--- src/rtl/branch_resolve_unit.sv ---
// branch_resolve_unit
//   Resolve end of the branch predictor. Each fetched branch pushes its
//   prediction metadata into an in-order queue. When execute resolves the
//   oldest branch, the actual outcome is compared with the prediction. On a
//   mispredict the unit:
//     - pulses a one-cycle repair to the BPU,
//     - issues a fetch redirect,
//     - throws away every younger (wrong-path) entry.
//
// Ports
//   clk, reset            clock, synchronous active-high reset
//   flush                 pipeline flush (exception/eret), empties the queue
//   enq_*                 push side: enq_vld/enq_rdy handshake plus metadata
//                         (pc, BTB way, predicted taken/target, local history,
//                         local counter table, GHR, global counter)
//   res_*                 resolve side for the oldest entry: res_vld/res_rdy
//                         handshake, actual direction and target
//   fail, fail_*, fill_*  registered one-cycle BPU repair after a mispredict
//   redirect_vld/_pc      registered one-cycle fetch redirect after a mispredict
module branch_resolve_unit #(
  parameter int GLOBAL_WIDTH   = 8,
  parameter int LOCAL_WIDTH    = 4,
  parameter int B_PATTEN_WIDTH = 2,
  parameter int G_PATTEN_WIDTH = 2,
  parameter int BTB_WAY_NUM    = 4,
  parameter int QUEUE_DEPTH    = 8
) (
  input  logic                                        clk,
  input  logic                                        reset,
  input  logic                                        flush,
  input  logic                                        enq_vld,
  output logic                                        enq_rdy,
  input  logic [31:0]                                 enq_pc,
  input  logic [BTB_WAY_NUM-1:0]                      enq_way_vec,
  input  logic                                        enq_pred_taken,
  input  logic [31:0]                                 enq_pred_pc,
  input  logic [LOCAL_WIDTH-1:0]                      enq_pht_history,
  input  logic [B_PATTEN_WIDTH*(2**LOCAL_WIDTH)-1:0]  enq_pht_patten_tab,
  input  logic [GLOBAL_WIDTH-1:0]                     enq_ghr,
  input  logic [G_PATTEN_WIDTH-1:0]                   enq_ghr_patten,
  input  logic                                        res_vld,
  output logic                                        res_rdy,
  input  logic                                        res_taken,
  input  logic [31:0]                                 res_target,
  output logic                                        fail,
  output logic [31:0]                                 fail_branch,
  output logic [BTB_WAY_NUM-1:0]                      fail_way_vec,
  output logic [31:0]                                 fill_target,
  output logic [LOCAL_WIDTH-1:0]                      fill_pht_history,
  output logic [B_PATTEN_WIDTH*(2**LOCAL_WIDTH)-1:0]  fill_pht_patten_tab,
  output logic [GLOBAL_WIDTH-1:0]                     fail_ghr,
  output logic [GLOBAL_WIDTH-1:0]                     fill_ghr,
  output logic [G_PATTEN_WIDTH-1:0]                   fill_ghr_patten,
  output logic                                        redirect_vld,
  output logic [31:0]                                 redirect_pc
);

  localparam int PTR_W = $clog2(QUEUE_DEPTH);
  localparam int CNT_W = PTR_W + 1;
  localparam int TAB_W = B_PATTEN_WIDTH * (2**LOCAL_WIDTH);

  // Queue storage, one array per metadata field
  logic [31:0]               r_pcMem       [QUEUE_DEPTH];
  logic [BTB_WAY_NUM-1:0]    r_wayMem      [QUEUE_DEPTH];
  logic                      r_predTkMem   [QUEUE_DEPTH];
  logic [31:0]               r_predPcMem   [QUEUE_DEPTH];
  logic [LOCAL_WIDTH-1:0]    r_histMem     [QUEUE_DEPTH];
  logic [TAB_W-1:0]          r_tabMem      [QUEUE_DEPTH];
  logic [GLOBAL_WIDTH-1:0]   r_ghrMem      [QUEUE_DEPTH];
  logic [G_PATTEN_WIDTH-1:0] r_ghrPatMem   [QUEUE_DEPTH];

  logic [PTR_W-1:0] r_wrPtr;
  logic [PTR_W-1:0] r_rdPtr;
  logic [CNT_W-1:0] r_count;

  logic                      r_fail;
  logic [31:0]               r_failBranch;
  logic [BTB_WAY_NUM-1:0]    r_failWayVec;
  logic [31:0]               r_fillTarget;
  logic [LOCAL_WIDTH-1:0]    r_fillHist;
  logic [TAB_W-1:0]          r_fillTab;
  logic [GLOBAL_WIDTH-1:0]   r_failGhr;
  logic [GLOBAL_WIDTH-1:0]   r_fillGhr;
  logic [G_PATTEN_WIDTH-1:0] r_fillGhrPat;
  logic [31:0]               r_redirectPc;

  logic                      w_full;
  logic                      w_empty;
  logic                      w_push;
  logic                      w_pop;
  logic                      w_mispredict;
  logic [31:0]               w_headPc;
  logic [BTB_WAY_NUM-1:0]    w_headWay;
  logic                      w_headPredTk;
  logic [31:0]               w_headPredPc;
  logic [LOCAL_WIDTH-1:0]    w_headHist;
  logic [TAB_W-1:0]          w_headTab;
  logic [GLOBAL_WIDTH-1:0]   w_headGhr;
  logic [G_PATTEN_WIDTH-1:0] w_headGhrPat;
  logic [B_PATTEN_WIDTH-1:0] w_headCtr;
  logic [B_PATTEN_WIDTH-1:0] w_newCtr;
  logic [TAB_W-1:0]          w_fillTab;
  logic [G_PATTEN_WIDTH-1:0] w_fillGhrPat;
  logic [31:0]               w_redirectPc;

  // enq_rdy depends only on the current count, so a same-cycle pop never
  // opens a slot for a push while the queue is full.
  assign w_full  = (r_count == CNT_W'(QUEUE_DEPTH));
  assign w_empty = (r_count == '0);
  assign enq_rdy = ~w_full;
  assign res_rdy = ~w_empty;
  assign w_push  = enq_vld & enq_rdy;
  assign w_pop   = res_vld & res_rdy;

  // Head entry is read combinationally so the compare happens in the pop cycle
  assign w_headPc     = r_pcMem[r_rdPtr];
  assign w_headWay    = r_wayMem[r_rdPtr];
  assign w_headPredTk = r_predTkMem[r_rdPtr];
  assign w_headPredPc = r_predPcMem[r_rdPtr];
  assign w_headHist   = r_histMem[r_rdPtr];
  assign w_headTab    = r_tabMem[r_rdPtr];
  assign w_headGhr    = r_ghrMem[r_rdPtr];
  assign w_headGhrPat = r_ghrPatMem[r_rdPtr];

  // A taken branch that went to the wrong target counts as a mispredict even
  // though the direction was right.
  assign w_mispredict = w_pop &
                        ((w_headPredTk != res_taken) |
                         (w_headPredTk & res_taken & (w_headPredPc != res_target)));

  // Repair state: step the selected local counter and the global counter
  // toward the actual outcome, clamping at both ends.
  always_comb begin
    w_headCtr = w_headTab[w_headHist*B_PATTEN_WIDTH +: B_PATTEN_WIDTH];
    w_newCtr  = w_headCtr;
    if (res_taken) begin
      if (w_headCtr != {B_PATTEN_WIDTH{1'b1}}) w_newCtr = w_headCtr + 1'b1;
    end else begin
      if (w_headCtr != '0) w_newCtr = w_headCtr - 1'b1;
    end
    w_fillTab = w_headTab;
    w_fillTab[w_headHist*B_PATTEN_WIDTH +: B_PATTEN_WIDTH] = w_newCtr;

    w_fillGhrPat = w_headGhrPat;
    if (res_taken) begin
      if (w_headGhrPat != {G_PATTEN_WIDTH{1'b1}}) w_fillGhrPat = w_headGhrPat + 1'b1;
    end else begin
      if (w_headGhrPat != '0) w_fillGhrPat = w_headGhrPat - 1'b1;
    end

    // Not-taken resumes after the delay slot
    w_redirectPc = res_taken ? res_target : (w_headPc + 32'd8);
  end

  // Queue storage write; stale contents are harmless because the pointers
  // decide what is live.
  always_ff @(posedge clk) begin
    if (w_push) begin
      r_pcMem[r_wrPtr]     <= enq_pc;
      r_wayMem[r_wrPtr]    <= enq_way_vec;
      r_predTkMem[r_wrPtr] <= enq_pred_taken;
      r_predPcMem[r_wrPtr] <= enq_pred_pc;
      r_histMem[r_wrPtr]   <= enq_pht_history;
      r_tabMem[r_wrPtr]    <= enq_pht_patten_tab;
      r_ghrMem[r_wrPtr]    <= enq_ghr;
      r_ghrPatMem[r_wrPtr] <= enq_ghr_patten;
    end
  end

  // Pointer and occupancy bookkeeping. A mispredict empties the queue and
  // also discards a push that lands in the same cycle (it is wrong-path).
  always_ff @(posedge clk) begin
    if (reset || flush) begin
      r_wrPtr <= '0;
      r_rdPtr <= '0;
      r_count <= '0;
    end else if (w_mispredict) begin
      r_wrPtr <= '0;
      r_rdPtr <= '0;
      r_count <= '0;
    end else begin
      if (w_push) r_wrPtr <= r_wrPtr + 1'b1;
      if (w_pop)  r_rdPtr <= r_rdPtr + 1'b1;
      r_count <= r_count + CNT_W'(w_push) - CNT_W'(w_pop);
    end
  end

  // Repair/redirect registers: loaded for exactly one cycle after a
  // mispredict, zero otherwise.
  always_ff @(posedge clk) begin
    if (reset || flush || !w_mispredict) begin
      r_fail       <= 1'b0;
      r_failBranch <= '0;
      r_failWayVec <= '0;
      r_fillTarget <= '0;
      r_fillHist   <= '0;
      r_fillTab    <= '0;
      r_failGhr    <= '0;
      r_fillGhr    <= '0;
      r_fillGhrPat <= '0;
      r_redirectPc <= '0;
    end else begin
      r_fail       <= 1'b1;
      r_failBranch <= w_headPc;
      r_failWayVec <= w_headWay;
      r_fillTarget <= res_target;
      r_fillHist   <= {w_headHist[LOCAL_WIDTH-2:0], res_taken};
      r_fillTab    <= w_fillTab;
      r_failGhr    <= w_headGhr;
      r_fillGhr    <= {w_headGhr[GLOBAL_WIDTH-2:0], res_taken};
      r_fillGhrPat <= w_fillGhrPat;
      r_redirectPc <= w_redirectPc;
    end
  end

  assign fail                = r_fail;
  assign redirect_vld        = r_fail;
  assign fail_branch         = r_failBranch;
  assign fail_way_vec        = r_failWayVec;
  assign fill_target         = r_fillTarget;
  assign fill_pht_history    = r_fillHist;
  assign fill_pht_patten_tab = r_fillTab;
  assign fail_ghr            = r_failGhr;
  assign fill_ghr            = r_fillGhr;
  assign fill_ghr_patten     = r_fillGhrPat;
  assign redirect_pc         = r_redirectPc;

endmodule
--- config.mk ---
export PLATFORM = sky130hd
export DESIGN_NAME = branch_resolve_unit
export DESIGN_NICKNAME = d
export VERILOG_FILES = /design/src/rtl/branch_resolve_unit.sv
export SDC_FILE = /design/constraint.sdc
export NUM_CORES = 1
export LEC_CHECK = 0
export ABC_AREA = 0
export CORE_ASPECT_RATIO = 0.75
export CORE_MARGIN = 4
export CORE_UTILIZATION = 55
export CTS_BUF_LIST = sky130_fd_sc_hd__clkbuf_4
export DETAILED_ROUTE_END_ITERATION = 16
export PLACE_DENSITY = 0.82
export SYNTH_ARGS = -nofsm -noshare
export SYNTH_HDL_FRONTEND = slang
export SYNTH_SLANG_ARGS = --single-unit
--- constraint.sdc ---
create_clock -name clk -period 9.15 [get_ports clk]
set_clock_uncertainty 0.2 [all_clocks]
set_input_delay 0.915 -clock clk [delete_from_list [all_inputs] [get_ports clk]]
set_output_delay 0.915 -clock clk [all_outputs]
set_load 0.05 [all_outputs]
# Word-level counts from Yosys, hierarchy flattened
# Memories as Yosys holds them, arrays and structs flattened. A register that Yosys moved wholly into a read port is not among the register bits.
# Index checks and enable logic that the tools add are counted.
dict set report totals {
  in_bits 153
  reg_bits 161
  ram_bits 920
  memories 8
}
# memory depth width rd rd_ports_with_merged_regs write_ports line_no
set memory_table {}
lappend memory_table {r_pcMem 8 32 1 1 1 63} ;# logic [31:0] r_pcMem [QUEUE_DEPTH];
lappend memory_table {r_predPcMem 8 32 1 1 1 66} ;# logic [31:0] r_predPcMem [QUEUE_DEPTH];
lappend memory_table {r_tabMem 8 32 1 1 1 68} ;# logic [TAB_W-1:0] r_tabMem [QUEUE_DEPTH];
lappend memory_table {r_ghrMem 8 8 1 1 1 69} ;# logic [GLOBAL_WIDTH-1:0] r_ghrMem [QUEUE_DEPTH];
lappend memory_table {r_histMem 8 4 1 1 1 67} ;# logic [LOCAL_WIDTH-1:0] r_histMem [QUEUE_DEPTH];
lappend memory_table {r_wayMem 8 4 1 1 1 64} ;# logic [BTB_WAY_NUM-1:0] r_wayMem [QUEUE_DEPTH];
lappend memory_table {{2 more memories} -- -- -- -- -- --}
dict set report classes {
  eq_ne 5
  n_addsub 10
  n_shift 3
  n_reduce_logical 7
  n_mux 25
  bitwise 8
}
# operator count
set ops {}
lappend ops {{3-bit two-way mux} 14}
lappend ops {{5-bit negation with 34-bit output} 1}
lappend ops {{2-bit by 34-bit variable shift with 32-bit output, first input constant} 1}
lappend ops {{2-bit by 34-bit variable part select with 32-bit output} 1}
lappend ops {{32-bit by 4-bit adder with 32-bit output, second input constant} 1}
lappend ops {{32-bit bitwise mux} 1}
lappend ops {{32-bit two-way mux} 1}
lappend ops {{32-bit inequality test} 1}
lappend ops {{32-bit by 6-bit variable part select with 2-bit output} 1}
lappend ops {{2-bit two-way mux} 6}
lappend ops {{3-bit by 1-bit adder with 3-bit output, second input constant} 2}
lappend ops {{1-bit bitwise AND} 5}
lappend ops {{2-bit by 1-bit adder with 2-bit output, second input constant} 2}
lappend ops {{4-bit by 1-bit adder with 4-bit output} 1}
lappend ops {{4-bit equality test, second input constant} 1}
lappend ops {{4-bit logical NOT} 1}
lappend ops {{2-bit inequality test, second input constant} 2}
lappend ops {{2-bit nonzero test} 2}
lappend ops {{2-bit by 1-bit subtractor with 2-bit output, second input constant} 2}
lappend ops {{4-bit by 1-bit subtractor with 4-bit output} 1}
lappend ops {{1-bit two-way mux} 3}
lappend ops {{1-bit logical OR} 2}
lappend ops {{1-bit NOT} 2}
lappend ops {{2-bit OR reduction} 1}
lappend ops {{other kinds (3)} 3}

# Logic depth before layout (Yosys ltp)
dict set report logic_depth {
  word_depth 7
  ltp_mapped 17
  mapped_depth_nobuf 12
}

# Least setup slack after synthesis
# Ideal clock, no wire load.
dict set report synth_timing {
  path_kind {register -> register}
  startpoint {register r_count[2]}
  endpoint {memory r_ghrMem[0][0], enable pin}
  slack_ns -1.013
  stages_incl_launch_ff 7
  setup_time_ns 0.730
  required_ns 8.220
  arrival_time_ns 9.233
  path_cell_list {dfxtp_1 inv_1 ha_1 nand2_1 nand2_1 or2_2 nor3_1}
}
dict set report synth_between {
  elab_chain_cells 5
}
# item line_no
set synth_rtl {}
lappend synth_rtl {{start: declaration} 74} ;# logic [CNT_W-1:0] r_count;
lappend synth_rtl {{start signal: assignment} 184} ;# r_count <= r_count + CNT_W'(w_push) - CNT_W'(w_pop);
lappend synth_rtl {{4-bit equality test} 108} ;# assign w_full = (r_count == CNT_W'(QUEUE_DEPTH));
lappend synth_rtl {{1-bit NOT} 110} ;# assign enq_rdy = ~w_full;
lappend synth_rtl {{net enq_rdy} 32} ;# output logic enq_rdy,
lappend synth_rtl {{1-bit bitwise AND} 112} ;# assign w_push = enq_vld & enq_rdy;
lappend synth_rtl {{1-bit two-way mux} 158} ;# if (w_push) begin
lappend synth_rtl {{1-bit two-way mux (implied by the code)} 165} ;# r_ghrMem[r_wrPtr] <= enq_ghr;
lappend synth_rtl {{end: declaration} 69}
# The timed path passes the listed nets, and every way through them passes these cells.

==> metrics.cfg <==
[routing]
drt-total-wl_mm = 99.4
route.detailed.drc = 0
first_iter_violations = 2443
first_pass_iters = 6
vias = 22340
wl_per_cell_um = 26.4
drtAntennaViolNets = 0
routed_via_density = 5.94

[synthesis]
netlist_area_um2 = 41200
syn_avg_cell_area_um2 = 19.5
synth_edf_count = 920
synthFlopType = edfxtp_1
ys_seq_area_share_pct = 74.8
ys_warn_count = 0
synth_top_area_share_pct = 67.1
yosysMostFrequentCell = edfxtp_1
synth_nets = 2274
ys_types = 63
ys_ff_latch = 1080
synth_cells = 2108
synth_area_leaders = edfxtp_1 67%, mux4_2 11%, dfxtp_1 7.8%
synth_common_cells = 920 x edfxtp_1, 203 x mux4_2, 160 x dfxtp_1
async_flop_share_pct = 0
synth.largest_area_cell = edfxtp_1

[die]
coreArea_um2 = 73800
die_h_um = 245
ioPinCount = 311
die_area_um2 = 79400
rows = 86
start_util_pct = 55.8
fp.dieW_um = 324

[flow_run]
cap_violations = 0

[timing]
worst_slew_pin_slew_ps = 1230
report.final.slew_viol_count = 0
rsz0062_at_grt = no
setup-tns-final_ps = 0
fmax_mhz = 169
hold_viol = 0
timing.slew.headroom_pct = 17.8
fin_crit_sh_pct = 64.5
fin_crit_ps = 5900
finalSetupViolations = 0

[critical_path]
max_stage_delay_ps = 970
crit_path_start_kind = flop
path_buf_inv = 2
cp_slowest_cell = a2111o_2
cp_data_required_time_ps = 9850
crit_path_cell_trace = buf_12 > mux4_2 > mux2i_1 > xnor2_1 > nor4_1 > nand4_1 > o21ai_1 > a2111o_2 > buf_4 > nor2_1
end_kind = flop
crit_family = buffers and inverters
cp_max_fo = 117
crit_type = reg -> reg
critPathArrivalTime_ps = 6600

[global_routing]
grt_pass1_vias = 22525
grt_max_degree = 150
grt_antenna_before_repair = 23
grt_pass1_wl_mm = 145
grt-ovfl-total = 0
grt_usage_pct = 25.3

[placement]
port_buffers = 310
hpwlAfterDp_mm = 61.4
finalWeightedCongestion = 0.925

[clocking]
cts_htree_levels = 4
cts_num_sinks = 1080
clockBufferDepth = 3
root_buffer = clkbuf_4
hold_buffers = 0
clk_pin_slew_ps = 70
cts_setup_buffers = 0
cts-buffers-inserted = 236
postCtsResizedCells = 0
cts_tree = built
clk_latency_ps = 1120

[power]
total_power_mw = 10.2
p_per_area_nw_per_um2 = 210
peakVddDrop_v = 0.000138
power.leakage_nw = 15.5

[layout]
nNetsFinal = 2741
area_delta_synth_final_pct = 17.4
drive_above_1_share_pct = 24.6

[run_status]
status = completed

[hold_path]
hp-class = in -> reg

## final timing paths
check / startpoint / to / slack, ps / cells past startpoint
max: flop / fail_branch[15] / 3250 / 10
min: res_taken / redirect_pc[12] / 290 / 4
max reg2reg: flop / fail_branch[15] / 3250 / 10
min reg2reg: r_wrPtr[0] / r_wrPtr[0] / 330 / 2
## registers in the layout, summed over array words and instances, names as in the netlist, named ones only
register / flops
fail: 1
fail_branch: 32
fail_ghr: 8
fail_way_vec: 4
fill_ghr_patten: 2
fill_pht_history: 4
fill_pht_patten_tab: 32
fill_target: 32
r_count: 4
r_ghrMem: 64
r_ghrPatMem: 16
r_histMem: 32
r_pcMem: 256
r_predPcMem: 256
r_predTkMem: 8
r_rdPtr: 3
r_tabMem: 256
r_wayMem: 32
r_wrPtr: 3
redirect_pc: 32
## area by class of cell
type,instances,area [um^2]
tap,968,1210
sequential,1080,30800
antenna,17,42.5
clock buffer,370,2780
clock inverter,71,385
multi-input combinational,895,9670
timing repair buffer,343,3370
fill,4828,25400
inverter,19,71.3
## layout by cell type, fill, tap and decap left out, types with 28 or more instances in the layout
master             n
nor2_1           115
nor4_1            28
clkbuf_4         370
a211oi_1          45
and3_1            33
edfxtp_1         920
buf_4             31
clkdlybuf4s50_1  309
mux4_2           203
mux2i_1          124
dfxtp_1          157
a21oi_1           30
nand2_1           41
clkinv_1          47
nor2b_1           30
xnor2_1           48
## worst reg2reg max path: stages, from the launching register on
cell	delay (ps)
dfxtp_4	860
buf_12	540
mux4_2	880
mux2i_1	240
xnor2_1	110
nor4_1	410
nand4_1	210
o21ai_1	320
a2111o_2	970
buf_4	790
nor2_1	200
## routing by layer
layer	global-route usage [%]	up-vias	share of wire [%]
li1	-	9604	-
met5	0	-	0.19
met3	10.2	169	13
met2	38.4	1283	47
met1	33.7	11258	38
met4	8.22	26	2.1
## report_power, final
group | internal [mW] | switching [mW] | total, mW
sequential | 5.45 | 0.0461 | 5.50
clock | 1.91 | 1.83 | 3.74
combinational | 0.361 | 0.569 | 0.930
## per-stage QoR
stage / cells / hold WS (ps) / worst slack, ps / cell area (um^2) / util [%]
after CTS: 3746 / 149 / 3190 / 48300 / 65.5
after global placement: 3305 / 301 / 3430 / 45200 / 61.2
after global routing: 3757 / 195 / 2860 / 48400 / 65.5
after floorplan: 2108 / 289 / 2080 / 41200 / -
final: 3763 / 287 / 3250 / 48400 / 65.5
after detailed placement: 3305 / 318 / 3240 / 45200 / 61.2
## kinds of logic (layout without fill, tap and decap cells)
| logic type | count (synthesis) | count (layout) | synth area share [%] |
|---|---|---|---|
| other cells | 0 | 17 | 0 |
| xor+xnor | 59 | 59 | 1.25 |
| buf+inv | 133 | 803 | 1.91 |
| flops | 1080 | 1080 | 74.8 |
| fa+ha+maj | 15 | 15 | 0.468 |
| mux | 352 | 352 | 15.1 |
| compound gates | 140 | 140 | 2.46 |
| simple gates | 329 | 329 | 3.97 |
Power figures use the tool's default switching activity.
